===== src/rtl/scb_pkg.sv =====
// rtl/scb_pkg.sv - shared constants, unit ids and latency table for the issue scoreboard
package scb_pkg;

  localparam int SCB_CNT_W = 4;
  localparam int SCB_AW    = 7;

  typedef enum logic [2:0] {
    UID_SIMPLE = 3'd0,
    UID_SHIFT  = 3'd1,
    UID_FLOAT  = 3'd2,
    UID_PERM   = 3'd3,
    UID_LS     = 3'd4,
    UID_DP     = 3'd5,
    UID_BR     = 3'd6,
    UID_DIV    = 3'd7
  } uid_e;

  // Result latency of each execution unit, in cycles, indexed by uid.
  function automatic logic [SCB_CNT_W-1:0] lat_of(input logic [2:0] uid);
    logic [SCB_CNT_W-1:0] lat;
    case (uid_e'(uid))
      UID_SIMPLE: lat = 4'd2;
      UID_SHIFT:  lat = 4'd4;
      UID_FLOAT:  lat = 4'd6;
      UID_PERM:   lat = 4'd4;
      UID_LS:     lat = 4'd4;
      UID_DP:     lat = 4'd6;
      UID_BR:     lat = 4'd2;
      default:    lat = 4'd7;
    endcase
    return lat;
  endfunction

endpackage


===== src/rtl/scb_reg_cnt.sv =====
// rtl/scb_reg_cnt.sv - countdown counter for one architectural register
module scb_reg_cnt
  import scb_pkg::*;
#(
  parameter int CNT_W = SCB_CNT_W
) (
  input  logic             clk,
  input  logic             rst,
  input  logic             flush,
  input  logic             load_e,
  input  logic [CNT_W-1:0] val_e,
  input  logic             load_o,
  input  logic [CNT_W-1:0] val_o,
  output logic [CNT_W-1:0] cnt,
  output logic             ready
);

  logic [CNT_W-1:0] nxt;

  // Decrement toward zero; a new writer can only extend the wait, never shorten it.
  always_comb begin
    nxt = (cnt == '0) ? '0 : cnt - 1'b1;
    if (load_e && (val_e > nxt)) nxt = val_e;
    if (load_o && (val_o > nxt)) nxt = val_o;
  end

  // Counter state; flush frees the register on the next edge.
  always_ff @(posedge clk or posedge rst) begin
    if (rst)        cnt <= '0;
    else if (flush) cnt <= '0;
    else            cnt <= nxt;
  end

  assign ready = (cnt == '0);

endmodule


===== src/rtl/ff_issue_scoreboard.sv =====
// rtl/ff_issue_scoreboard.sv - dual-slot issue hazard scoreboard; SPU_SCB_FWD_EN selects forwarding load values
module ff_issue_scoreboard
  import scb_pkg::*;
#(
  parameter int NREG     = 128,
  parameter int CNT_W    = SCB_CNT_W,
  parameter int WB_DELAY = 2
) (
  input  logic        clk,
  input  logic        rst,
  input  logic        flush,
  input  logic        ie_valid,
  input  logic [6:0]  ie_rtaddr,
  input  logic        ie_wreg,
  input  logic [2:0]  ie_uid,
  input  logic [20:0] ie_src,
  input  logic [2:0]  ie_src_use,
  input  logic        io_valid,
  input  logic [6:0]  io_rtaddr,
  input  logic        io_wreg,
  input  logic [2:0]  io_uid,
  input  logic [20:0] io_src,
  input  logic [2:0]  io_src_use,
  output logic        ie_ack,
  output logic        io_ack,
  output logic        scb_busy,
  output logic [31:0] scb_stall_cnt
);

  logic [NREG-1:0]  ready;
  logic [CNT_W-1:0] val_e;
  logic [CNT_W-1:0] val_o;
  logic             e_ok;
  logic             o_ok;
  logic             o_pair_raw;
  logic             stall;

  // Load value: time until a dependent may issue after this write.
`ifdef SPU_SCB_FWD_EN
  assign val_e = lat_of(ie_uid);
  assign val_o = lat_of(io_uid);
`else
  assign val_e = lat_of(ie_uid) + CNT_W'(WB_DELAY);
  assign val_o = lat_of(io_uid) + CNT_W'(WB_DELAY);
`endif

  // Source readiness and issue ordering; the odd slot never passes the even slot.
  always_comb begin
    e_ok       = 1'b1;
    o_ok       = 1'b1;
    o_pair_raw = 1'b0;
    for (int k = 0; k < 3; k++) begin
      if (ie_src_use[k] && !ready[ie_src[k*7 +: 7]]) e_ok = 1'b0;
      if (io_src_use[k] && !ready[io_src[k*7 +: 7]]) o_ok = 1'b0;
      if (io_src_use[k] && (io_src[k*7 +: 7] == ie_rtaddr)) o_pair_raw = 1'b1;
    end
    ie_ack = ie_valid & e_ok & ~flush;
    io_ack = io_valid & o_ok & ~(o_pair_raw & ie_ack & ie_wreg) & ~flush & (ie_ack | ~ie_valid);
  end

  for (genvar r = 0; r < NREG; r++) begin : g_reg
    logic [CNT_W-1:0] cnt;
    scb_reg_cnt #(.CNT_W(CNT_W)) u_cnt (
      .clk    (clk),
      .rst    (rst),
      .flush  (flush),
      .load_e (ie_ack & ie_wreg & (ie_rtaddr == 7'(r))),
      .val_e  (val_e),
      .load_o (io_ack & io_wreg & (io_rtaddr == 7'(r))),
      .val_o  (val_o),
      .cnt    (cnt),
      .ready  (ready[r])
    );
  end

  assign scb_busy = ~&ready;
  assign stall    = (ie_valid & ~ie_ack) | (io_valid & ~io_ack);

  // Saturating count of cycles where a presented instruction was held back.
  always_ff @(posedge clk or posedge rst) begin
    if (rst)
      scb_stall_cnt <= '0;
    else if (!flush && stall && (scb_stall_cnt != 32'hFFFF_FFFF))
      scb_stall_cnt <= scb_stall_cnt + 32'd1;
  end

endmodule


===== config.mk =====
export PLATFORM = sky130hd
export DESIGN_NAME = ff_issue_scoreboard
export DESIGN_NICKNAME = d
export VERILOG_FILES = /design/src/rtl/scb_pkg.sv /design/src/rtl/scb_reg_cnt.sv /design/src/rtl/ff_issue_scoreboard.sv
export SDC_FILE = /design/constraint.sdc
export NUM_CORES = 2
export LEC_CHECK = 0
export BUFFER_PORTS_ARGS = -buffer_cell sky130_fd_sc_hd__buf_4
export CAP_MARGIN = 20
export CORE_ASPECT_RATIO = 1.5
export CORE_UTILIZATION = 50
export DETAILED_ROUTE_END_ITERATION = 6
export MAX_ROUTING_LAYER = met4
export PLACE_DENSITY = 0.72
export SYNTH_ARGS = -nofsm -noshare
export SYNTH_HDL_FRONTEND = slang
export SYNTH_HIERARCHICAL = 1
export SYNTH_SLANG_ARGS = --single-unit

===== constraint.sdc =====
create_clock -name clk -period 7.5 [get_ports clk]
set_input_delay 1.125 -clock clk [delete_from_list [all_inputs] [get_ports clk]]
set_output_delay 1.125 -clock clk [all_outputs]
set_load 0.03 [all_outputs]

==> flow_metrics.py <==
metrics = {
    "clock_tree": {
        "cts.sink_count": 544,
        "post-cts-setup-buffer-count": 0,
        "cts_tree": "built",
        "clk_pin_slew_worst_paths_ns": 0.06,
        "clock_path_buffers": 3,
        "cts_root_buffer": "clkbuf_16",
        "h-tree-depth": 3,
        "postCtsHoldBufs": 0,
        "cts_made_buffers": 66,
        "cts_resized": 0,
        "insertion_delay_ns": 0.71,
    },
    "detailed_routing": {
        "drc_errors": 0,
        "ant_nets": 0,
        "drt-total-wl_mm": 245.3,
        "vias_per_cell": 6.412,
        "wl_per_cell_um": 23.64,
        "first_iter_violations": 4926,
        "dr.pass1.iters": 7,
        "vias": 66548,
    },
    "grt": {
        "grt_pass1_vias": 68009,
        "grt_max_degree": 121,
        "grt_pass1_wl_mm": 375.2,
        "use_met1": 0.3396,
        "gr-usage-met2": 0.5456,
        "top_usage_layer": "met2",
        "grt_overflow_total": 0,
        "track_usage": 0.3366,
        "grt_antenna_before_repair": 47,
        "grtUsageMet3": 0.09232,
    },
    "die": {
        "start_util": 0.5041,
        "io_pins": 110,
        "core_sq_um": 144600,
        "fp.dieW_um": 313.8,
        "dieArea_sq_um": 147400,
        "die_y_um": 469.7,
        "placementRows": 171,
    },
    "critical_path": {
        "path_cells": "or2_4, nor3_4, mux4_2, a22oi_1, a21boi_0, nor3_1, o311ai_0, and4_1, nor3b_1, nand2_1, nor2_1, nand2_1, a21o_1, mux2_4, ha_1, nor2b_1, o211ai_1, a21o_1, nand2_1, o32ai_2",
        "critPathMostFrequentCell": "nand2_1",
        "slowest_stage": "nor3_4",
        "crit_required_ns": 8.11,
        "critPathMaxFanout": 8,
        "endpoint_kind": "flop",
        "worst-setup-path-type": "reg -> reg",
        "slowest_delay_ns": 0.63,
        "start_kind": "flop",
        "arrival_ns": 7.20,
    },
    "pwr": {
        "p_int_mw": 5.853,
        "power.static_leakage_nw": 35.36,
        "power_switching_mw": 3.271,
        "clkPwrFrac": 0.371,
        "peakVddDrop_v": 0.0001434,
        "seq_power_share": 0.330,
        "p_comb_frac": 0.299,
        "power_density_nw_per_um2": 115.3,
        "switching_share": 0.3585,
    },
    "synthesis": {
        "synthArstFlopShare": 1.000,
        "yosysMostFrequentCell": "ha_1",
        "ys_ff_latch": 544,
        "synthTopCellsByCount": "ha_1, nor2_1, inv_1",
        "yosys-top-cells-area": "dfrtp_1, ha_1, mux2_4",
        "synth_top_area_frac": 0.1867,
        "syn_area_per_cell_sq_um": 8.902,
        "syn_nets": 9292,
        "synth_flop_cell": "dfrtp_1",
        "yosysSeqAreaShare": 0.1867,
        "yosysTopAreaCell": "dfrtp_1",
        "syn_inst": 8190,
        "synth.distinct_cells": 70,
        "mappedNetlistArea_sq_um": 72900,
        "synth_edf_count": 0,
        "ys.warnings.count": 6,
    },
    "outcome": {
        "status": "finished, final reports clean",
    },
    "sta": {
        "fmax_mhz": 151.7,
        "fin_skew_ns": 0.03360,
        "fin_tns_setup_ns": 0,
        "hold_viol": 0,
        "timing_max_transition_violations_final": 0,
        "setup_viol_count_final": 0,
        "fin_crit_ns": 6.592,
        "rsz0062_at_grt": "false",
        "worst_pin_slew_ns": 1.305,
        "post-route-period-util": 0.8789,
        "relSlewSlack": 0.1270,
    },
    "cells_and_area": {
        "drive_above_1_share": 0.1948,
        "utilization": 0.5471,
        "nNetsFinal": 9475,
        "area_growth_pct": 8.530,
        "final_area_sq_um": 79120,
    },
    "place": {
        "gp_congestion": 1.051,
        "placed_area_sq_um": 76730,
        "place.port_buffers": 109,
        "hpwl_mm": 175.7,
    },
    "hold_path": {
        "min-delay-path-class": "reg -> reg",
    },
    "job": {
        "max_cap_viol_count": 0,
    },
}
stage by stage:
step / power [mW] / instances / setup slack [ns] / hold slack, ns
floorplan: 4.936 / 8190 / 0.3271 / 0.6584
global placement: 5.575 / 10204 / 0.8707 / 0.4763
detailed placement: 5.731 / 10204 / 0.7679 / 0.4835
CTS: 9.135 / 10325 / 1.136 / 0.4918
global route: 9.572 / 10375 / 0.7546 / 0.5142
finish: 9.124 / 10378 / 0.9083 / 0.4865
flip-flops by register name (all words and copies together) (netlist names):
register / cells
g.u_cnt/cnt: 512
scb_stall_cnt: 32
cells by family (layout without fill, tap and decap cells):
| family | count (synthesis) | count (layout) | synth area share |
|---|---|---|---|
| buf+inv | 887 | 1123 | 0.04718 |
| compound gates | 2005 | 2005 | 0.1977 |
| other cells | 0 | 49 | 0 |
| simple gates | 3028 | 3028 | 0.2380 |
| fa+ha+maj | 1027 | 1027 | 0.1763 |
| mux | 645 | 645 | 0.1476 |
| xor+xnor | 54 | 54 | 0.006487 |
| flops | 544 | 544 | 0.1867 |
layout by cell type, fill, tap and decap left out, drive strengths merged, types with 18 or more instances in the layout:
cell    netlist  final
a211oi      132    132
a21o        256    256
a21oi       775    775
a22oi        21     21
and2        132    132
buf          66    218
clkbuf       37     84
clkinv        0     19
dfrtp       544    544
diode         0     49
ha         1027   1027
inv         784    788
mux2        391    391
mux2i        64     64
mux4        190    190
nand2       728    728
nand3        33     33
nand4       305    305
nor2        935    935
nor2b       276    276
nor3        153    153
nor3b       137    137
nor4         19     19
o211ai      261    261
o21a        128    128
o21ai       138    138
o22ai       130    130
o32ai       128    128
or2         257    257
xnor2        18     18
xor2         36     36
path summary, 6_finish.rpt:
path / slack, ns / startpoint / to / depth (start not counted)
setup / recovery: 0.91 / g_reg[56].u_cnt/cnt[0] / g_reg[44].u_cnt/cnt[2] / 20
max in group asynchronous: 6.09 / rst / g_reg[48].u_cnt/cnt[2] / 3
min in group asynchronous: 0.57 / rst / g_reg[125].u_cnt/cnt[2] / 2
setup reg to reg: 0.91 / g_reg[56].u_cnt/cnt[0] / g_reg[44].u_cnt/cnt[2] / 20
hold / removal: 0.49 / scb_stall_cnt[29] / scb_stall_cnt[29] / 1
hold reg to reg: 0.49 / scb_stall_cnt[29] / scb_stall_cnt[29] / 1
critical path: cells and delay by family (launching register included):
kind | cells | cell delay [ns]
DFF | 1 | 0.40
adders and majority gates | 1 | 0.29
AOI/OAI and AO/OA | 7 | 1.78
muxes | 2 | 0.73
and+or+nand+nor | 10 | 3.28
per-layer routing:
metal  up-vias  part of all wire
met5         -                 0
met3      1100             0.093
li1      30416                 -
met2      2786              0.46
met4         0             0.092
met1     32246              0.35
power by group through the flow:
stage	registers [mW]	clock network (mW)	logic, mW
5_1_grt	3.02	3.55	3.01
3_3_place_gp	3.06	0	2.51
2_1_floorplan	3.12	0	1.82
6_report	3.01	3.39	2.73
4_1_cts	3.01	3.44	2.68
3_5_place_dp	3.06	0	2.67
cell type report:
cell class	count	area [sq um]
repair buffers	218	1934
diodes	49	122.6
clock inverters	37	382.9
clock buffers	84	1831
well taps	1903	2381
multi-input cells	6759	55900
fillers	12860	65510
flip-flops and latches	544	13610
inverters	784	2954
No activity file was read; power rests on OpenSTA's default activity.
